<file path="src/rtl/dvs_ravens_pkg.sv">
// rtl/dvs_ravens_pkg.sv - shared DVS-to-RAVENS sizes, event word layout and AER FSM states
package dvs_ravens_pkg;

    localparam int CLK_PERIOD_NS         = 1;
    localparam int CLK_PERIOD_US_DIVISOR = 1000;
    localparam int DVS_WIDTH_PXLS        = 346;
    localparam int DVS_HEIGHT_PXLS       = 260;
    localparam int DVS_X_ADDR_BITS       = 9;
    localparam int DVS_Y_ADDR_BITS       = 9;
    localparam int TIMESTAMP_US_BITS     = 48;
    localparam int EVENT_BITS            = DVS_X_ADDR_BITS + DVS_Y_ADDR_BITS + 1 + TIMESTAMP_US_BITS;

    typedef struct packed {
        logic [DVS_X_ADDR_BITS-1:0]   x;
        logic [DVS_Y_ADDR_BITS-1:0]   y;
        logic                         pol;
        logic [TIMESTAMP_US_BITS-1:0] ts;
    } dvs_event_t;

    typedef enum logic {
        AER_IDLE,
        AER_ACK
    } aer_state_e;

endpackage

</file>
<file path="src/rtl/dvs_us_timebase.sv">
// rtl/dvs_us_timebase.sv - microsecond timestamp from a clock prescaler, with synchronous clear
module dvs_us_timebase
    import dvs_ravens_pkg::*;
(
    input  logic                         clk,
    input  logic                         rst_n,
    input  logic                         ts_clear,
    output logic [TIMESTAMP_US_BITS-1:0] ts_us
);

    localparam int PRE_BITS = $clog2(CLK_PERIOD_US_DIVISOR);
    localparam logic [PRE_BITS-1:0] PRE_LAST = PRE_BITS'(CLK_PERIOD_US_DIVISOR - 1);

    logic [PRE_BITS-1:0]          pre_q, pre_d;
    logic [TIMESTAMP_US_BITS-1:0] ts_q, ts_d;

    always_comb begin
        pre_d = pre_q;
        ts_d  = ts_q;
        if (ts_clear) begin
            pre_d = '0;
            ts_d  = '0;
        end else if (pre_q == PRE_LAST) begin
            pre_d = '0;
            ts_d  = ts_q + 1'b1;
        end else begin
            pre_d = pre_q + 1'b1;
        end
    end

    always_ff @(posedge clk or negedge rst_n) begin
        if (!rst_n) begin
            pre_q <= '0;
            ts_q  <= '0;
        end else begin
            pre_q <= pre_d;
            ts_q  <= ts_d;
        end
    end

    assign ts_us = ts_q;

endmodule

</file>
<file path="src/rtl/dvs_event_timestamper.sv">
// rtl/dvs_event_timestamper.sv - AER req/ack capture, range check and timestamping onto a valid/ready stream
module dvs_event_timestamper
    import dvs_ravens_pkg::*;
#(
    parameter int SYNC_STAGES   = 2,
    parameter int DROP_CNT_BITS = 16
) (
    input  logic                         clk,
    input  logic                         rst_n,
    input  logic                         aer_req,
    input  logic [DVS_X_ADDR_BITS-1:0]   aer_x,
    input  logic [DVS_Y_ADDR_BITS-1:0]   aer_y,
    input  logic                         aer_pol,
    output logic                         aer_ack,
    input  logic                         ts_clear,
    output logic [EVENT_BITS-1:0]        evt_data,
    output logic                         evt_valid,
    input  logic                         evt_ready,
    output logic [TIMESTAMP_US_BITS-1:0] ts_us,
    output logic [DROP_CNT_BITS-1:0]     drop_cnt
);

    logic [SYNC_STAGES-1:0]   req_sync_q, req_sync_d;
    aer_state_e               state_q, state_d;
    logic                     ack_q, ack_d;
    logic                     evt_valid_q, evt_valid_d;
    dvs_event_t               evt_q, evt_d;
    logic [DROP_CNT_BITS-1:0] drop_q, drop_d;
    logic                     req_s;
    logic                     can_load;
    logic                     in_range;

    dvs_us_timebase u_timebase (
        .clk      (clk),
        .rst_n    (rst_n),
        .ts_clear (ts_clear),
        .ts_us    (ts_us)
    );

    assign req_sync_d = {req_sync_q[SYNC_STAGES-2:0], aer_req};
    assign req_s      = req_sync_q[SYNC_STAGES-1];
    assign can_load   = !evt_valid_q || evt_ready;
    assign in_range   = (aer_x < DVS_X_ADDR_BITS'(DVS_WIDTH_PXLS)) &&
                        (aer_y < DVS_Y_ADDR_BITS'(DVS_HEIGHT_PXLS));

    always_comb begin
        state_d     = state_q;
        ack_d       = ack_q;
        evt_valid_d = evt_valid_q;
        evt_d       = evt_q;
        drop_d      = drop_q;
        if (evt_valid_q && evt_ready) begin
            evt_valid_d = 1'b0;
        end
        case (state_q)
            AER_IDLE: begin
                // A full buffer leaves ack low, which stalls the camera on its own request.
                if (req_s && can_load) begin
                    if (in_range) begin
                        evt_d       = '{x: aer_x, y: aer_y, pol: aer_pol, ts: ts_us};
                        evt_valid_d = 1'b1;
                    end else if (drop_q != '1) begin
                        drop_d = drop_q + 1'b1;
                    end
                    ack_d   = 1'b1;
                    state_d = AER_ACK;
                end
            end
            AER_ACK: begin
                if (!req_s) begin
                    ack_d   = 1'b0;
                    state_d = AER_IDLE;
                end
            end
            default: begin
                ack_d   = 1'b0;
                state_d = AER_IDLE;
            end
        endcase
    end

    always_ff @(posedge clk or negedge rst_n) begin
        if (!rst_n) begin
            req_sync_q  <= '0;
            state_q     <= AER_IDLE;
            ack_q       <= 1'b0;
            evt_valid_q <= 1'b0;
            evt_q       <= '0;
            drop_q      <= '0;
        end else begin
            req_sync_q  <= req_sync_d;
            state_q     <= state_d;
            ack_q       <= ack_d;
            evt_valid_q <= evt_valid_d;
            evt_q       <= evt_d;
            drop_q      <= drop_d;
        end
    end

    assign aer_ack   = ack_q;
    assign evt_valid = evt_valid_q;
    assign evt_data  = evt_q;
    assign drop_cnt  = drop_q;

endmodule
</file>
<file path="config.mk">
export PLATFORM = sky130hd
export DESIGN_NAME = dvs_event_timestamper
export DESIGN_NICKNAME = d
export VERILOG_FILES = /design/src/rtl/dvs_ravens_pkg.sv /design/src/rtl/dvs_us_timebase.sv /design/src/rtl/dvs_event_timestamper.sv
export SDC_FILE = /design/constraint.sdc
export NUM_CORES = 1
export LEC_CHECK = 0
export CAP_MARGIN = 0
export CORE_ASPECT_RATIO = 1.75
export CORE_MARGIN = 2
export CORE_UTILIZATION = 30
export CTS_CLUSTER_SIZE = 14
export DETAILED_ROUTE_END_ITERATION = 7
export MAX_ROUTING_LAYER = met4
export SLEW_MARGIN = 20
export SYNTH_ARGS = -nofsm -noshare
export SYNTH_HDL_FRONTEND = slang
export SYNTH_SLANG_ARGS = --single-unit
</file>
<file path="constraint.sdc">
create_clock -name clk -period 2.25 [get_ports clk]
set_clock_uncertainty 0.05 [all_clocks]
set_input_delay 0.45 -clock clk [delete_from_list [all_inputs] [get_ports clk]]
set_output_delay 0.45 -clock clk [all_outputs]
set_load 0.02 [all_outputs]
</file>
==> run_results.csv <==
group,metric,value,unit
yosys,netlist-cell-type-count,44,
route,drtIter0Drc,195,
yosys,synth_area,0.00648,mm^2
cts,cts-root-buf,"clkbuf_16",
layout,n_antenna_cell,0,
yosys,synth-seq-cells,146,
layout,nets,803,
route,firstDrtPassIters,4,
sta,relSlewSlack,0.605,
cts,clock_sinks,146,
pwr,power.density,694,mW/mm^2
cts,cts_tree,"built",
sta,worst_slew_pin_slew,0.593,ns
sta,max_freq,0.454,GHz
sta,slew_viol_final,0,
placement,port_buffers,156,
critical_path,path_cells,"and4_4 -> nand4_4 -> or4_4 -> buf_4 -> or3_4 -> a21oi_2",
route,post_drt_via_cell_ratio,4.94,
floorplanning,rows,71,
floorplanning,die_h,198,um
placement,gp_congestion,0.813,
pwr,p_switching,1680,uW
layout,layout-drive-gt1-share,0.284,
route,routedWlPerCell,16.6,um
global_route,grt_pass1_wl,27200,um
critical_path,critPathKind,"flip-flop to flip-flop",
critical_path,critPathMaxStageDelay,0.63,ns
pwr,p_clk_frac,0.438,
pwr,p_sw_frac,0.252,
yosys,avgSynthCellArea,11.8,um^2
yosys,ys_warn_count,0,
cts,cts_buffer_depth,2,
yosys,synth_most_common_cell,"dfrtp_1",
critical_path,worstPathArrival,2.51,ns
route,routed-via-count,5159,
sta,finalSetupTns,0,ns
sta,setup_viol,0,
global_route,overflow,0,
sta,hold_violations,0,
critical_path,slowest_stage,"or4_4",
critical_path,startpoint_type,"flip-flop",
sta,post-route-period-util,0.978,
yosys,synth_edf_count,0,
pwr,sequentialPowerShare,0.430,
placement,place_area,0.00893,mm^2
floorplanning,initial_utilization,0.304,
route,drc,0,
yosys,synth_nets,575,
yosys,yosys-top-cells-count,"dfrtp_1 (146), mux2_2 (70), nor2_1 (44)",
cts,clkLatencyLatePin,0.43,ns
floorplanning,core_area,0.0213,mm^2
hold_path,hp-class,"flip-flop to flip-flop",
pwr,power.internal,4990,uW
pwr,p_total,6670,uW
yosys,async_flop_share,1.00,
sta,grt_setup_unrepaired,"yes",
floorplanning,dieArea,0.0228,mm^2
critical_path,cp_max_fo,6,
pwr,peakVddDrop,404,uV
placement,dp_hpwl,12200,um
cts,cts_buffers,17,
layout,final_area,0.00962,mm^2
route,ant_nets,0,
global_route,grt_start_max_net_pins,52,
global_route,grt_usage,0.159,
floorplanning,die_w,115,um
run_status,status,"finished, final reports clean",
floorplanning,io_pins,157,
yosys,synth-main-ff-cell,"dfrtp_1",
yosys,yosysTopAreaCell,"dfrtp_1",
pwr,leakagePower,0.00411,uW
route,wirelength,17300,um
sta,period_needed,2.20,ns
sta,worst_slack,0.0490,ns
yosys,yosysSeqAreaShare,0.564,
yosys,yosys.area.top_type_share,0.564,
run,maxCapViolations,0,
yosys,syn_inst,548,
layout,utilization,0.451,
global_route,grt_pass1_vias,5260,
critical_path,end_kind,"flip-flop",
cts,clkTransAtPathRegs,0.07,ns
cts,cts_max_level,4,
placement,dp_slack,-0.365,ns
critical_path,crit_required,2.56,ns
layout,area_growth,48.6,%
yosys,ys_top_cells_by_area,"dfrtp_1 (56%), mux2_2 (12%), xnor2_1 (3.5%), xor2_1 (3.0%), nor2_1 (2.6%)",
pwr,pwr-share-comb,0.132,
global_route,antenna_found_initial,0,
[power groups by stage]
| stage | combinational (uW) | clock, uW | sequential, uW |
|---|---|---|---|
| floorplan | 205 | 0 | 3080 |
| global placement | 875 | 0 | 2920 |
| detailed placement | 890 | 0 | 2920 |
| CTS | 892 | 3010 | 2870 |
| global route | 941 | 3110 | 2890 |
| finish | 878 | 2930 | 2870 |
[sequential cells by signal, indices dropped and copies added, names as in the netlist]
| register | cells |
|---|---|
| aer_ack | 1 |
| drop_cnt | 16 |
| evt_data | 67 |
| evt_valid | 1 |
| req_sync_q | 2 |
| state_q | 1 |
| u_timebase.pre_q | 10 |
| u_timebase.ts_us | 48 |
[layout by cell type (no fill, tap or decap), types with 4 or more instances in the layout]
master	synthesis	final
a21oi_1	22	20
and3_1	7	7
and4_1	7	4
buf_12	0	6
buf_4	0	69
clkbuf_16	0	17
clkdlybuf4s50_1	0	154
clkinvlp_4	0	5
dfrtp_1	146	124
dfrtp_2	0	22
inv_1	9	9
mux2_2	70	70
nand2_1	29	27
nand2b_1	4	4
nand3_1	21	21
nand4_1	13	13
nor2_1	44	43
nor3_1	12	12
nor4_1	17	16
o21ai_0	5	5
o31ai_1	16	16
or3_1	5	4
or4_1	17	16
or4_4	1	4
xnor2_1	26	26
xor2_1	22	22
[worst max-delay path: cells and delay by family (launching register included)]
family | cells | cell delay (ns)
flip-flops | 1 | 0.36
AO/OA/AOI/OAI | 1 | 0.13
AND/OR/NAND/NOR | 4 | 1.41
buffers and inverters | 1 | 0.17
[cell families after synthesis]
family | share of synthesized area
and+or+nand+nor | 0.169
DFF | 0.564
muxes | 0.122
AOI/OAI and AO/OA | 0.0516
xor gates and xnor gates | 0.0649
buffers and inverters | 0.0230
adders and majority gates | 0.00580
[metrics by stage]
| step | cells | hold WS [ns] |
|---|---|---|
| finish | 1044 | 0.318 |
| global route | 1044 | 0.324 |
| CTS | 1039 | 0.325 |
| detailed placement | 1006 | 0.311 |
| global placement | 1006 | 0.306 |
| floorplan | 548 | 0.104 |
[final cells by class]
cell class	instances	area [um^2]
Sequential cell	146	3680
Inverter	9	33.8
Fill cell	1992	11700
Clock inverter	12	159
Clock buffer	20	447
Timing Repair Buffer	233	2220
Multi-Input combinational cell	369	2770
Tap cell	255	319
[worst paths after layout]
check / start / slack [ns] / endpoint / cells past startpoint
worst max-delay path: u_timebase.ts_us[16] / 0.05 / u_timebase.ts_us[37] / 6
worst min-delay path: req_sync_q[0] / 0.32 / req_sync_q[1] / 0
worst max register to register: u_timebase.ts_us[16] / 0.05 / u_timebase.ts_us[37] / 6
worst min register to register: req_sync_q[0] / 0.32 / req_sync_q[1] / 0
max in group asynchronous: rst_n / 1.06 / u_timebase.ts_us[21] / 3
min in group asynchronous: rst_n / 0.44 / evt_data[31] / 2
[layer usage]
metal	routed length (um)	track usage	vias to the layer above
met3	570	0.0315	29
met5	0	-	-
met4	497	0.0727	0
met2	9560	0.284	111
li1	-	-	2447
met1	6730	0.167	2572
[repair_timing]
item                                    4_1_cts  5_1_grt
gates cloned                                  0        2
hold buffers                                  1        0
resized for setup                             0        9
hold endpoints to repair                     33        0
pin swaps                                     6        1
endpoints found under the setup margin        5       43
buffers inserted                              0        3
Note: power is estimated with default switching activity, not from simulation.
